<file path="src/rtl/fifo_watermark_pkg.sv">
// Shared definitions for fifo_watermark: constant helpers for sizing and
// parameter checking, plus the registered status-flag bundle.
package fifo_watermark_pkg;

    // Registered occupancy flags, all derived from the same word count.
    typedef struct packed {
        logic not_empty;
        logic full;
        logic almost_full;
        logic almost_empty;
    } status_t;

    // Flags of an empty FIFO with in-range thresholds.
    localparam status_t STATUS_RESET = '{
        not_empty:    1'b0,
        full:         1'b0,
        almost_full:  1'b0,
        almost_empty: 1'b1
    };

    // Ceiling log2 usable in parameter and port declarations.
    function automatic int clog2(input int value);
        int result;
        result = 0;
        for (int i = 0; i < 31; i++) begin
            if ((1 << i) < value) begin
                result = i + 1;
            end
        end
        return result;
    endfunction

    function automatic bit is_pow2(input int value);
        return (value > 0) && ((value & (value - 1)) == 0);
    endfunction

    // Flag set for a given occupancy.
    function automatic status_t status_of(input int count, input int depth,
                                          input int afull, input int aempty);
        status_t s;
        s.not_empty    = (count != 0);
        s.full         = (count == depth);
        s.almost_full  = (count >= afull);
        s.almost_empty = (count <= aempty);
        return s;
    endfunction

endpackage

</file>
<file path="src/rtl/fifo_dp_ram.sv">
// Simple dual-port RAM: synchronous write, synchronous read with read
// enable. Read-during-write to the same address returns the old word.
module fifo_dp_ram #(
    parameter int WIDTH  = 8,
    parameter int DEPTH  = 32,
    parameter int ADDR_W = 5
) (
    input  logic              clk,
    input  logic              rst,
    input  logic              we,
    input  logic [ADDR_W-1:0] waddr,
    input  logic [WIDTH-1:0]  wdata,
    input  logic              re,
    input  logic [ADDR_W-1:0] raddr,
    output logic [WIDTH-1:0]  rdata
);

    logic [WIDTH-1:0] mem [DEPTH];

    // Storage array write port.
    // NOTE: the array has no reset so it maps onto RAM macros; only the read register is cleared.
    always_ff @(posedge clk) begin
        if (we) begin
            mem[waddr] <= wdata;
        end
    end

    // Read register, holds its value when no read is requested.
    always_ff @(posedge clk or posedge rst) begin
        if (rst) begin
            rdata <= '0;
        end else if (re) begin
            rdata <= mem[raddr];
        end
    end

endmodule

</file>
<file path="src/rtl/fifo_watermark.sv">
// Single-clock FIFO with occupancy count, almost-full/almost-empty
// watermarks and sticky overflow/underflow flags.
// Define FIFO_FWFT_EN for first-word-fall-through reads; otherwise a read
// pops into a registered DOUT that is valid for one cycle.
module fifo_watermark
    import fifo_watermark_pkg::*;
#(
    parameter int WIDTH         = 8,
    parameter int DEPTH         = 32,
    parameter int AFULL_THRESH  = 28,
    parameter int AEMPTY_THRESH = 4
) (
    input  logic                  CLK,
    input  logic                  RESET,
    input  logic [WIDTH-1:0]      DIN,
    input  logic                  WE,
    input  logic                  RE,
    output logic [WIDTH-1:0]      DOUT,
    output logic                  DOUT_VALID,
    output logic                  NOT_EMPTY,
    output logic                  FULL,
    output logic                  ALMOST_FULL,
    output logic                  ALMOST_EMPTY,
    output logic [clog2(DEPTH):0] COUNT,
    output logic                  OVERFLOW,
    output logic                  UNDERFLOW
);

    localparam int ADDR_W = clog2(DEPTH);
    localparam int PTR_W  = ADDR_W + 1;

    if (WIDTH < 1) begin : g_bad_width
        $error("fifo_watermark: WIDTH must be >= 1");
    end
    if (!is_pow2(DEPTH) || DEPTH < 4) begin : g_bad_depth
        $error("fifo_watermark: DEPTH must be a power of two >= 4");
    end
    if (AFULL_THRESH < 1 || AFULL_THRESH > DEPTH) begin : g_bad_afull
        $error("fifo_watermark: AFULL_THRESH must lie in 1..DEPTH");
    end
    if (AEMPTY_THRESH < 0 || AEMPTY_THRESH > DEPTH - 1) begin : g_bad_aempty
        $error("fifo_watermark: AEMPTY_THRESH must lie in 0..DEPTH-1");
    end

    // Pointers carry one extra MSB so wr_ptr - rd_ptr spans 0..DEPTH.
    logic [PTR_W-1:0]  wr_ptr, rd_ptr, wr_ptr_next, rd_ptr_next;
    logic [PTR_W-1:0]  count_q, count_next;
    status_t           status_q, status_next;
    logic              overflow_q, underflow_q;
    logic              rd_ok, wr_ok;
    logic              ram_re;
    logic [ADDR_W-1:0] ram_raddr;
    logic [WIDTH-1:0]  ram_rdata;

    // Accept decisions and the post-edge occupancy they produce.
    // NOTE: every always_comb output is assigned on every path so no latch is inferred.
    always_comb begin
        rd_ok       = RE & status_q.not_empty;
        wr_ok       = WE & (~status_q.full | rd_ok);
        wr_ptr_next = wr_ptr + PTR_W'(wr_ok);
        rd_ptr_next = rd_ptr + PTR_W'(rd_ok);
        count_next  = wr_ptr_next - rd_ptr_next;
        status_next = status_of(int'(count_next), DEPTH, AFULL_THRESH, AEMPTY_THRESH);
    end

    // Pointers, count, flags and sticky error bits.
    // NOTE: state uses non-blocking assignments so all registers update from pre-edge values.
    always_ff @(posedge CLK or posedge RESET) begin
        if (RESET) begin
            wr_ptr      <= '0;
            rd_ptr      <= '0;
            count_q     <= '0;
            status_q    <= STATUS_RESET;
            overflow_q  <= 1'b0;
            underflow_q <= 1'b0;
        end else begin
            wr_ptr   <= wr_ptr_next;
            rd_ptr   <= rd_ptr_next;
            count_q  <= count_next;
            status_q <= status_next;
            if (WE && !wr_ok) begin
                overflow_q <= 1'b1;
            end
            if (RE && !rd_ok) begin
                underflow_q <= 1'b1;
            end
        end
    end

    fifo_dp_ram #(
        .WIDTH (WIDTH),
        .DEPTH (DEPTH),
        .ADDR_W(ADDR_W)
    ) u_ram (
        .clk  (CLK),
        .rst  (RESET),
        .we   (wr_ok),
        .waddr(wr_ptr[ADDR_W-1:0]),
        .wdata(DIN),
        .re   (ram_re),
        .raddr(ram_raddr),
        .rdata(ram_rdata)
    );

`ifdef FIFO_FWFT_EN
    // The head word always sits on DOUT. It comes either from a bypass
    // register (word written while the FIFO was empty or becoming empty)
    // or from the RAM read of the word following the one being popped.
    logic [ADDR_W-1:0] next_addr;
    logic              bypass_load;
    logic              sel_ram;
    logic [WIDTH-1:0]  bypass_q;

    // Choose where the next head word comes from.
    always_comb begin
        next_addr   = rd_ptr[ADDR_W-1:0] + ADDR_W'(1);
        ram_raddr   = next_addr;
        ram_re      = rd_ok & (count_q >= PTR_W'(2));
        bypass_load = wr_ok & ((count_q == '0) | (rd_ok & (count_q == PTR_W'(1))));
    end

    // Head-word source select and bypass capture.
    always_ff @(posedge CLK or posedge RESET) begin
        if (RESET) begin
            sel_ram  <= 1'b0;
            bypass_q <= '0;
        end else if (bypass_load) begin
            sel_ram  <= 1'b0;
            bypass_q <= DIN;
        end else if (ram_re) begin
            sel_ram  <= 1'b1;
        end
    end

    assign DOUT       = sel_ram ? ram_rdata : bypass_q;
    assign DOUT_VALID = status_q.not_empty;
`else
    logic dout_valid_q;

    // Pop reads the head word straight into the RAM read register.
    always_comb begin
        ram_re    = rd_ok;
        ram_raddr = rd_ptr[ADDR_W-1:0];
    end

    // DOUT_VALID marks the single cycle after an accepted read.
    always_ff @(posedge CLK or posedge RESET) begin
        if (RESET) begin
            dout_valid_q <= 1'b0;
        end else begin
            dout_valid_q <= rd_ok;
        end
    end

    assign DOUT       = ram_rdata;
    assign DOUT_VALID = dout_valid_q;
`endif

    assign COUNT        = count_q;
    assign NOT_EMPTY    = status_q.not_empty;
    assign FULL         = status_q.full;
    assign ALMOST_FULL  = status_q.almost_full;
    assign ALMOST_EMPTY = status_q.almost_empty;
    assign OVERFLOW     = overflow_q;
    assign UNDERFLOW    = underflow_q;

endmodule

</file>
<file path="config.mk">
export PLATFORM = sky130hd
export DESIGN_NAME = fifo_watermark
export DESIGN_NICKNAME = d
export VERILOG_FILES = /design/src/rtl/fifo_watermark_pkg.sv /design/src/rtl/fifo_dp_ram.sv /design/src/rtl/fifo_watermark.sv
export SDC_FILE = /design/constraint.sdc
export NUM_CORES = 1
export LEC_CHECK = 0
export BUFFER_PORTS_ARGS = -buffer_cell sky130_fd_sc_hd__buf_2
export CAP_MARGIN = 20
export CORE_UTILIZATION = 55
export DETAILED_ROUTE_END_ITERATION = 16
export PLACE_DENSITY_LB_ADDON = 0.15
export RECOVER_POWER = 100
export SLEW_MARGIN = 20
export SYNTH_ARGS = -nofsm -noshare
export SYNTH_HDL_FRONTEND = slang
export SYNTH_SLANG_ARGS = --single-unit
</file>
<file path="constraint.sdc">
create_clock -name CLK -period 6.7 [get_ports CLK]
set_input_delay 0.335 -clock CLK [delete_from_list [all_inputs] [get_ports CLK]]
set_output_delay 0.335 -clock CLK [all_outputs]
set_load 0.05 [all_outputs]
</file>
## Word level (Yosys, flattened, before mapping)

Memories as Yosys holds them, arrays and structs flattened. A register that Yosys moved wholly into a read port is not among the register bits.
Cells that the tools add are included.

| operators by class | value |
|---|---|
| add/subtract/negate cells | 3 |
| multiply operators | 0 |
| divide/modulo/power cells | 0 |
| order comparisons | 2 |
| equal/unequal tests | 1 |
| shifts and indexed selects | 0 |
| multiplexer cells | 2 |
| bitwise operators | 4 |
| reduce and logical (&&, ||, !) cells | 5 |

Operators with widths:

| operator | number |
|---|---|
| 6-bit by 1-bit adder with 6-bit output | 2 |
| 6-bit equality test (second input constant) | 1 |
| 6-bit by 5-bit >= comparator with 1-bit output (second input constant) | 1 |
| 6-bit by 3-bit <= comparator with 1-bit output (second input constant) | 1 |
| 6-bit nonzero test | 1 |
| 6-bit subtractor | 1 |
| 1-bit AND | 2 |
| 1-bit logical AND | 2 |
| 1-bit zero test | 2 |
| 1-bit two-way mux | 2 |
| 1-bit inverter | 1 |
| 1-bit OR | 1 |

| storage, ports and cells | value |
|---|---|
| register bits | 25 |
| latch bits | 0 |
| memory bits (writable) | 256 |
| memory bits (read-only) | 0 |
| input bits | 12 |
| output and inout port bits | 21 |
| logic and storage cells | 28 |
| memories kept | 1 |

Memories:

| memory | depth | width | read ports | clocked after memory_dff | wr ports | RTL line | source |
|---|---|---|---|---|---|---|---|
| u_ram.mem | 32 | 8 | 1 | 1 | 1 | fifo_dp_ram.sv:18 | `logic [WIDTH-1:0] mem [DEPTH];` |

## Logic depth before layout (Yosys ltp)

Gate-level depths: netlist of run 1.

| depth | value |
|---|---|
| depth after elaboration | 6 |
| gate-level depth with buffers | 12 |
| depth with buffers taken out | 11 |

## Hierarchy

A second synthesis of run 1 with hierarchy kept.

| unflattened totals | value |
|---|---|
| cells, all modules | 707 |
| area, all modules | 11,703.7 um2 |

Modules (own cells, without submodules):

| module | times used | cells an instance | area each (um2) | sequential area each (um2) |
|---|---|---|---|---|
| fifo_dp_ram | 1 | 592 | 10,415.0 | 7,887.6 |
| fifo_watermark | 1 | 115 | 1,288.7 | 626.9 |

## Worst setup path before layout of run 1

OpenSTA, ideal clock, no wires.

| timing | value |
|---|---|
| kind | register to register |
| from | register status_q, in the netlist NOT_EMPTY |
| to | register status_q, in the netlist FULL |
| setup time | 0.095 ns |
| data arrival time | 3.342 ns |
| data required time | 6.605 ns |
| slack | 3.263 ns |
| stages on the path, launching flop included | 13 |
| buffers on the path | 1 |
| clock period less this slack | 3.437 ns |
| cells stage by stage | dfrtp_1 nand2_1 clkbuf_1 inv_1 ha_1 ha_1 xnor2_2 ha_1 and3b_1 o211a_1 a221o_1 o211a_2 nor4b_2 |

RTL lines:

| what | RTL line | source |
|---|---|---|
| start: declaration | fifo_watermark.sv:48 | `status_t status_q, status_next;` |
| start signal: assignment | fifo_watermark.sv:80 | `status_q <= status_next;` |

==> results of run 1 <==
-- worst reg2reg max path: stages, from the launching register on --
cell      delay, ns
dfrtp_1        0.36
nand2_1        0.52
a21boi_0       0.78
ha_1           0.27
ha_1           0.21
xor2_1         0.24
ha_1           0.27
and3b_1        0.20
o211a_1        0.21
a221o_1        0.31
o211a_2        0.29
nor4b_1        0.32
-- worst max path at each step --
stage,depth (start not counted),slack (ns),from,endpoint
after global placement,12,2.97,RE,FULL
after detailed placement,12,2.84,RE,FULL
final,11,2.59,NOT_EMPTY,FULL
after global routing,11,2.35,NOT_EMPTY,FULL
after CTS,11,2.92,NOT_EMPTY,FULL
after floorplan,12,3.26,NOT_EMPTY,FULL
-- final cells by class --
cell class,count,area [sq um],area share
Clock buffer,40,797.0,0.06237
Clock inverter,14,118.9,0.009302
Inverter,12,45.04,0.003525
Multi-Input combinational cell,304,2796,0.2188
Sequential cell,289,8518,0.6666
Tap cell,270,337.8,0.02644
Timing Repair Buffer,38,165.2,0.01292
-- cell families after synthesis --
logic type,count (synthesis)
adders and majority gates,11
and+or+nand+nor,80
DFF,289
AOI/OAI and AO/OA,99
buffers and inverters,45
xor gates and xnor gates,10
muxes,104
-- cells in the final DEF (no fill, tap or decap), types with 3 or more instances in the layout --
cell type  count
edfxtp_1     256
mux2i_1       64
a22oi_1       41
clkbuf_1      38
nor2_1        36
mux4_2        32
dfrtp_1       31
clkbuf_16     29
a21oi_1       24
nand2_1       14
inv_1         12
ha_1          10
a221oi_1       8
o31a_1         8
nand3_1        7
xor2_1         6
clkinv_1       6
nand3b_1       5
xnor2_1        4
mux2_1         4
mux2_2         4
clkinv_2       4
nor2b_1        3
or3b_2         3
clkbuf_8       3
buf_2          3
buf_4          3
-- metal layers --
| layer | part of all wire | global-route usage |
|---|---|---|
| met3 | 0.040 | 0.03385 |
| met5 | 0 | 0 |
| met1 | 0.44 | 0.3105 |
| met4 | 0.027 | 0.05876 |
| met2 | 0.49 | 0.3614 |
-- stage by stage --
stage               hold slack, ns  setup WS [ns]  total power, mW
floorplan                   0.4339          3.263            3.901
global placement            0.4322          2.966            4.375
detailed placement          0.4475          2.839            4.426
CTS                       0.001552          2.915            5.959
global route              0.008229          2.345            6.167
finish                     0.01557          2.593            5.891
-- state kept, by name, indices dropped and copies added (netlist names) --
register / flops
rd_ptr: 6
ALMOST_FULL: 1
DOUT_VALID: 1
u_ram.mem: 256
NOT_EMPTY: 1
ALMOST_EMPTY: 1
wr_ptr: 6
FULL: 1
OVERFLOW: 1
COUNT: 6
u_ram.rdata: 8
UNDERFLOW: 1
-- where the power goes --
part	internal [mW]	total, mW	switching [mW]
Sequential	2.18	2.42	0.240
Clock	0.904	1.55	0.642
Combinational	0.757	1.93	1.17
-- timing repair --
action                                  4_1_cts  5_1_grt
resized for setup                             0        0
hold buffers                                  1        0
hold endpoints to repair                     32        0
endpoints found under the setup margin        0        0
==> results.cfg, run 1 <==
[status]
violations = max-capacitance violations, max-slew violations
status = finished with violations

[setup_path]
crit_path_cell_trace = nand2_1 -> a21boi_0 -> ha_1 -> ha_1 -> xor2_1 -> ha_1 -> and3b_1 -> o211a_1 -> a221o_1 -> o211a_2 -> nor4b_1
rr_worst_depth = 11
criticalPathCategory = reg2reg
end_kind = flip-flop
cp_top_family = compound AO/OA/AOI/OAI gates
cp_max_fo = 27
cpPeakStageDelay_ns = 0.77
start_kind = flip-flop
crit_top_cell = ha_1
cp_slowest_cell = a21boi_0
cp.required_ns = 7.13
worstPathArrival_ns = 4.54
r2r_slack_ns = 2.59
reg2reg_from = NOT_EMPTY
reg2reg_to = FULL
worst-path-buf-inv = 0

[clock_network]
cts_tree = yes
clockBufferDepth = 3
cts.clk_slew.worst_paths_ns = 0.06
numClockSinks = 289
clkLatencyLatePin_ns = 0.54
cts_buffers = 29
h-tree-depth = 1
cts_root_buf = clkbuf_16
postCtsSetupBuffers = 0

[logic_synthesis]
synthMuxAreaShare = 0.1256
ys_types = 52
synth_seq_cells = 289
netlist_top_cells_area = edfxtp_1 (67%), dfrtp_1 (6.9%), mux4_2 (6.2%), mux2i_1 (5.5%), a22oi_1 (2.7%)
synth_cells = 638
async_reset_ff_frac = 0.1142
netlist_top_cells_count = edfxtp_1 (256), mux2i_1 (64), a22oi_1 (41)
yosys.cell_count.top_type = edfxtp_1
yosysTopAreaCell = edfxtp_1
synth-simple-area-share = 0.03542
syn_avg_cell_area_sq_um = 18.11
synth_edf_count = 256
synth_nets = 661
ys_seq_area_frac = 0.7371
yosys.area_share.adder = 0.01256
synth_warnings = 0
synthXorXnorAreaFrac = 0.008232
synth.top_cell.area_share = 0.6655
synth_compound_area_frac = 0.06293
synth_ff_type = edfxtp_1
synth_top_family_by_area = multiplexers
syn_area_sq_um = 11550

[floorplanning]
core.rowCount = 52
core_sq_um = 20430
die_area_sq_um = 21590
die_w_um = 146.9
ios = 33
start_util = 0.5654
die_h_um = 146.9

[global_routing]
grt_max_degree = 52
antenna_found_initial = 0
gr-total-overflow = 0
grt_use_total = 0.2198
grt_pass1_wl_um = 35060
first_global_vias = 5817

[layout]
final_area_sq_um = 12780
num-nets-final = 697
fillers = 1477
antenna_cells = 0
fin_cells = 967
finish.utilization = 0.6255
syn_to_final_growth_pct = 10.63
drive_gt1_frac = 0.1334

[sta]
fin_setup_tns_ns = 0
finClkSkew_ns = 0.01016
slew_headroom = -0.2070
timing.final.crit_share = 0.6130
drv_slew = 181
worst_slew_pin_slew_ns = 1.810
rsz0062_at_grt = false
final-hold-violation-count = 0
period_needed_ns = 4.107
finalSetupViolCount = 0
clock.fmax_mhz = 243.5

[drt]
wire_per_inst_um = 23.70
num_vias = 5765
dr.pass1.iters = 5
vias_per_cell = 5.962
finalWirelength_um = 22920
drtAntennaViolNets = 0
drc = 0
first_iter_violations = 437

[hold_path]
holdPathStages = 2
min_from = RE
hp-class = in2reg
hold_end = UNDERFLOW

[placement]
port_buffers = 32
dpl_cell_area_sq_um = 11930
dpl.hpwl_um = 14290
gp_congestion = 0.8335
dp_cells = 912

[run]
drv_cap = 5

[power_and_ir_drop]
power_leakage_nw = 4.357
power_density_nw_per_um2 = 461.0
ir_drop_uv = 283.1
Note: power is estimated with default switching activity, not from simulation.
==> inputs of run 2 (changes only) <==
- ABC_AREA: unset -> 1
- clock period: 6.7 -> 4.05 ns (I/O delays scaled with it)
==> run 2 against run 1 <==
Compared with the run above:
- the run still ends with max-capacitance violations, max-slew violations left
- first-iteration DRC count rose by 55%
- sequential power rose by 59%
- synthesized cell count rose by 72%
- combinational power rose by 94%
==> results.cfg, run 2 <==
[layout]
num-nets-final = 1144
syn_to_final_growth_pct = 10.28
antenna_cells = 0
seqCellArea_sq_um = 8518
drive_gt1_frac = 0.05328
fin_cells = 1420
fillers = 1705
multi_input_area_sq_um = 3104
final_common_cell = nand2_1
layout_common_cells = nand2_1 (472), edfxtp_1 (256), nand3_1 (113), nor2_1 (58), clkbuf_1 (42)
finish.utilization = 0.6241
reg_top3 = u_ram.mem (256), u_ram.rdata (8)
regMostFlops = u_ram.mem
largest_reg_flops = 256

[global_routing]
first_global_vias = 7401
antenna_found_initial = 0
grt_pass1_wl_um = 41180
grt_use_total = 0.2476
grt_max_degree = 87
gr-total-overflow = 0

[logic_synthesis]
yosys.cell_count.top_type = nand2_1
synth_warnings = 0
syn_area_sq_um = 12010
yosysTopAreaCell = edfxtp_1
netlist_top_cells_count = nand2_1 (471), edfxtp_1 (256), nand3_1 (113)
synth_ff_type = edfxtp_1
synth_nets = 1118
netlist_top_cells_area = edfxtp_1 (64%), nand2_1 (15%), dfrtp_1 (6.7%), nand3_1 (4.7%), nor2_1 (1.8%)
syn_avg_cell_area_sq_um = 10.97
ys_types = 31
synth_edf_count = 256
synth.top_cell.area_share = 0.6401
ys_seq_area_frac = 0.7090
synth_cells = 1095
synth_seq_cells = 289
async_reset_ff_frac = 0.1142

[hold_path]
hp-class = in2reg

[clock_network]
cts_root_buf = clkbuf_16
clkLatencyLatePin_ns = 0.55
cts.clk_slew.worst_paths_ns = 0.06
cts_buffers = 30
numClockSinks = 289
clockBufferDepth = 3
h-tree-depth = 1
cts_resized = 0
postCtsSetupBuffers = 0
cts_tree = yes

[status]
status = finished with violations
violations = max-capacitance violations, max-slew violations

[placement]
port_buffers = 32
dpl.hpwl_um = 16170
place_ws_ns = 0.9600
dp_cells = 1361
gp_congestion = 0.8153

[power_and_ir_drop]
clockPowerShare = 0.257
power_leakage_nw = 5.122
power_density_nw_per_um2 = 771.2
ir_drop_uv = 623.8
power_mw = 10.21
switchingPower_mw = 4.093
seqPwrFrac = 0.377
pwr-share-comb = 0.366
p_sw_frac = 0.4007
p_int_mw = 6.121

[sta]
worst_slew_pin_slew_ns = 1.811
drv_slew = 385
fin_setup_tns_ns = 0
finalSetupViolCount = 0
timing.final.ws_setup_ns = 0.7301
rsz0062_at_grt = false
period_needed_ns = 3.320
finClkSkew_ns = 0.009335
clock.fmax_mhz = 301.2
slew_headroom = -0.2074
timing.final.crit_share = 0.8197
final-hold-violation-count = 0

[drt]
wire_per_inst_um = 18.89
drtAntennaViolNets = 0
first_iter_violations = 679
vias_per_cell = 5.436
num_vias = 7719
drc = 0
dr.pass1.iters = 6
finalWirelength_um = 26830

[floorplanning]
core.rowCount = 53
die_w_um = 149.8
start_util = 0.5659
die_h_um = 149.8
core_sq_um = 21220
ios = 33
die_area_sq_um = 22430

[setup_path]
cpPeakStageDelay_ns = 1.38
end_kind = flip-flop
worstPathArrival_ns = 3.80
crit_top_cell = nand2_1
cp_slowest_cell = clkbuf_2
criticalPathCategory = reg2reg
start_kind = flip-flop
crit_path_cell_trace = clkbuf_2 -> nand2_1 -> nand3_1 -> nand3_1 -> nand4_1 -> nand2_1 -> nor2_1 -> nand2_1 -> nand2_1
cp_max_fo = 86
cp.required_ns = 4.53

[run]
drv_cap = 10
==> run 2: changes by cell type after synthesis, moves of 20 or more <==
cell / change
nand2_1: +457
inv_1: +21
mux2i_1: -64
mux4_2: -32
buf_2: +30
a22oi_1: -41
nor2_1: +20
nand3_1: +107
==> run 2: critical path: cells and delay by family (launching register included) <==
family	cells	cell delay [ns]
buf+inv	1	1.38
flops	1	0.76
simple gates	8	1.02
==> run 2: power by group through the flow <==
stage / logic (mW) / registers (mW) / clock network, mW
global route: 4.16 / 3.88 / 2.76
floorplan: 2.51 / 4.09 / 0
finish: 3.74 / 3.85 / 2.63
CTS: 3.77 / 3.84 / 2.65
detailed placement: 3.76 / 3.90 / 0
global placement: 3.70 / 3.90 / 0
==> run 2: metrics by stage <==
step | instance area, sq um | hold slack [ns]
after global placement | 12320 | 0.3072
after global routing | 13240 | 0.4974
after CTS | 13300 | 0.2343
after floorplan | 12010 | 0.3014
final | 13240 | 0.4767
after detailed placement | 12320 | 0.3192
==> run 2: cells by family after synthesis <==
| family | synth area share |
|---|---|
| buf+inv | 0.03146 |
| simple gates | 0.2272 |
| fa+ha+maj | 0.01209 |
| flops | 0.7090 |
| compound gates | 0.01730 |
| xor+xnor | 0.002917 |
==> run 2: layer usage <==
metal	routed length, um	vias up	track usage
met5	0	-	0
met4	706	0	0.07929
met3	1836	49	0.03811
met2	12670	277	0.4002
met1	11610	3648	0.3464
li1	-	3745	-
==> run 2: worst paths after layout <==
kind / end / slack (ns) / cells after the start / start
max: u_ram.rdata[4] / 0.73 / 9 / rd_ptr[0]
min in group asynchronous: wr_ptr[0] / 0.82 / 4 / RESET
max reg2reg: u_ram.rdata[4] / 0.73 / 9 / rd_ptr[0]
max in group asynchronous: rd_ptr[0] / 1.99 / 4 / RESET
min: UNDERFLOW / 0.48 / 4 / RE
min reg2reg: OVERFLOW / 0.48 / 1 / OVERFLOW
==> run 2: area by class of cell <==
class,count,area share
flip-flops and latches,289,0.6432
multi-input cells,722,0.2344
clock buffers,44,0.06301
well taps,275,0.02598
repair buffers,41,0.01455
inverters,37,0.01058
clock inverters,12,0.008314
==> run 2: repair_timing <==
item / in CTS / in global routing
hold buffers: 3 / 0
endpoints found under the setup margin: 0 / 0
endpoints found under the hold margin: 34 / 0
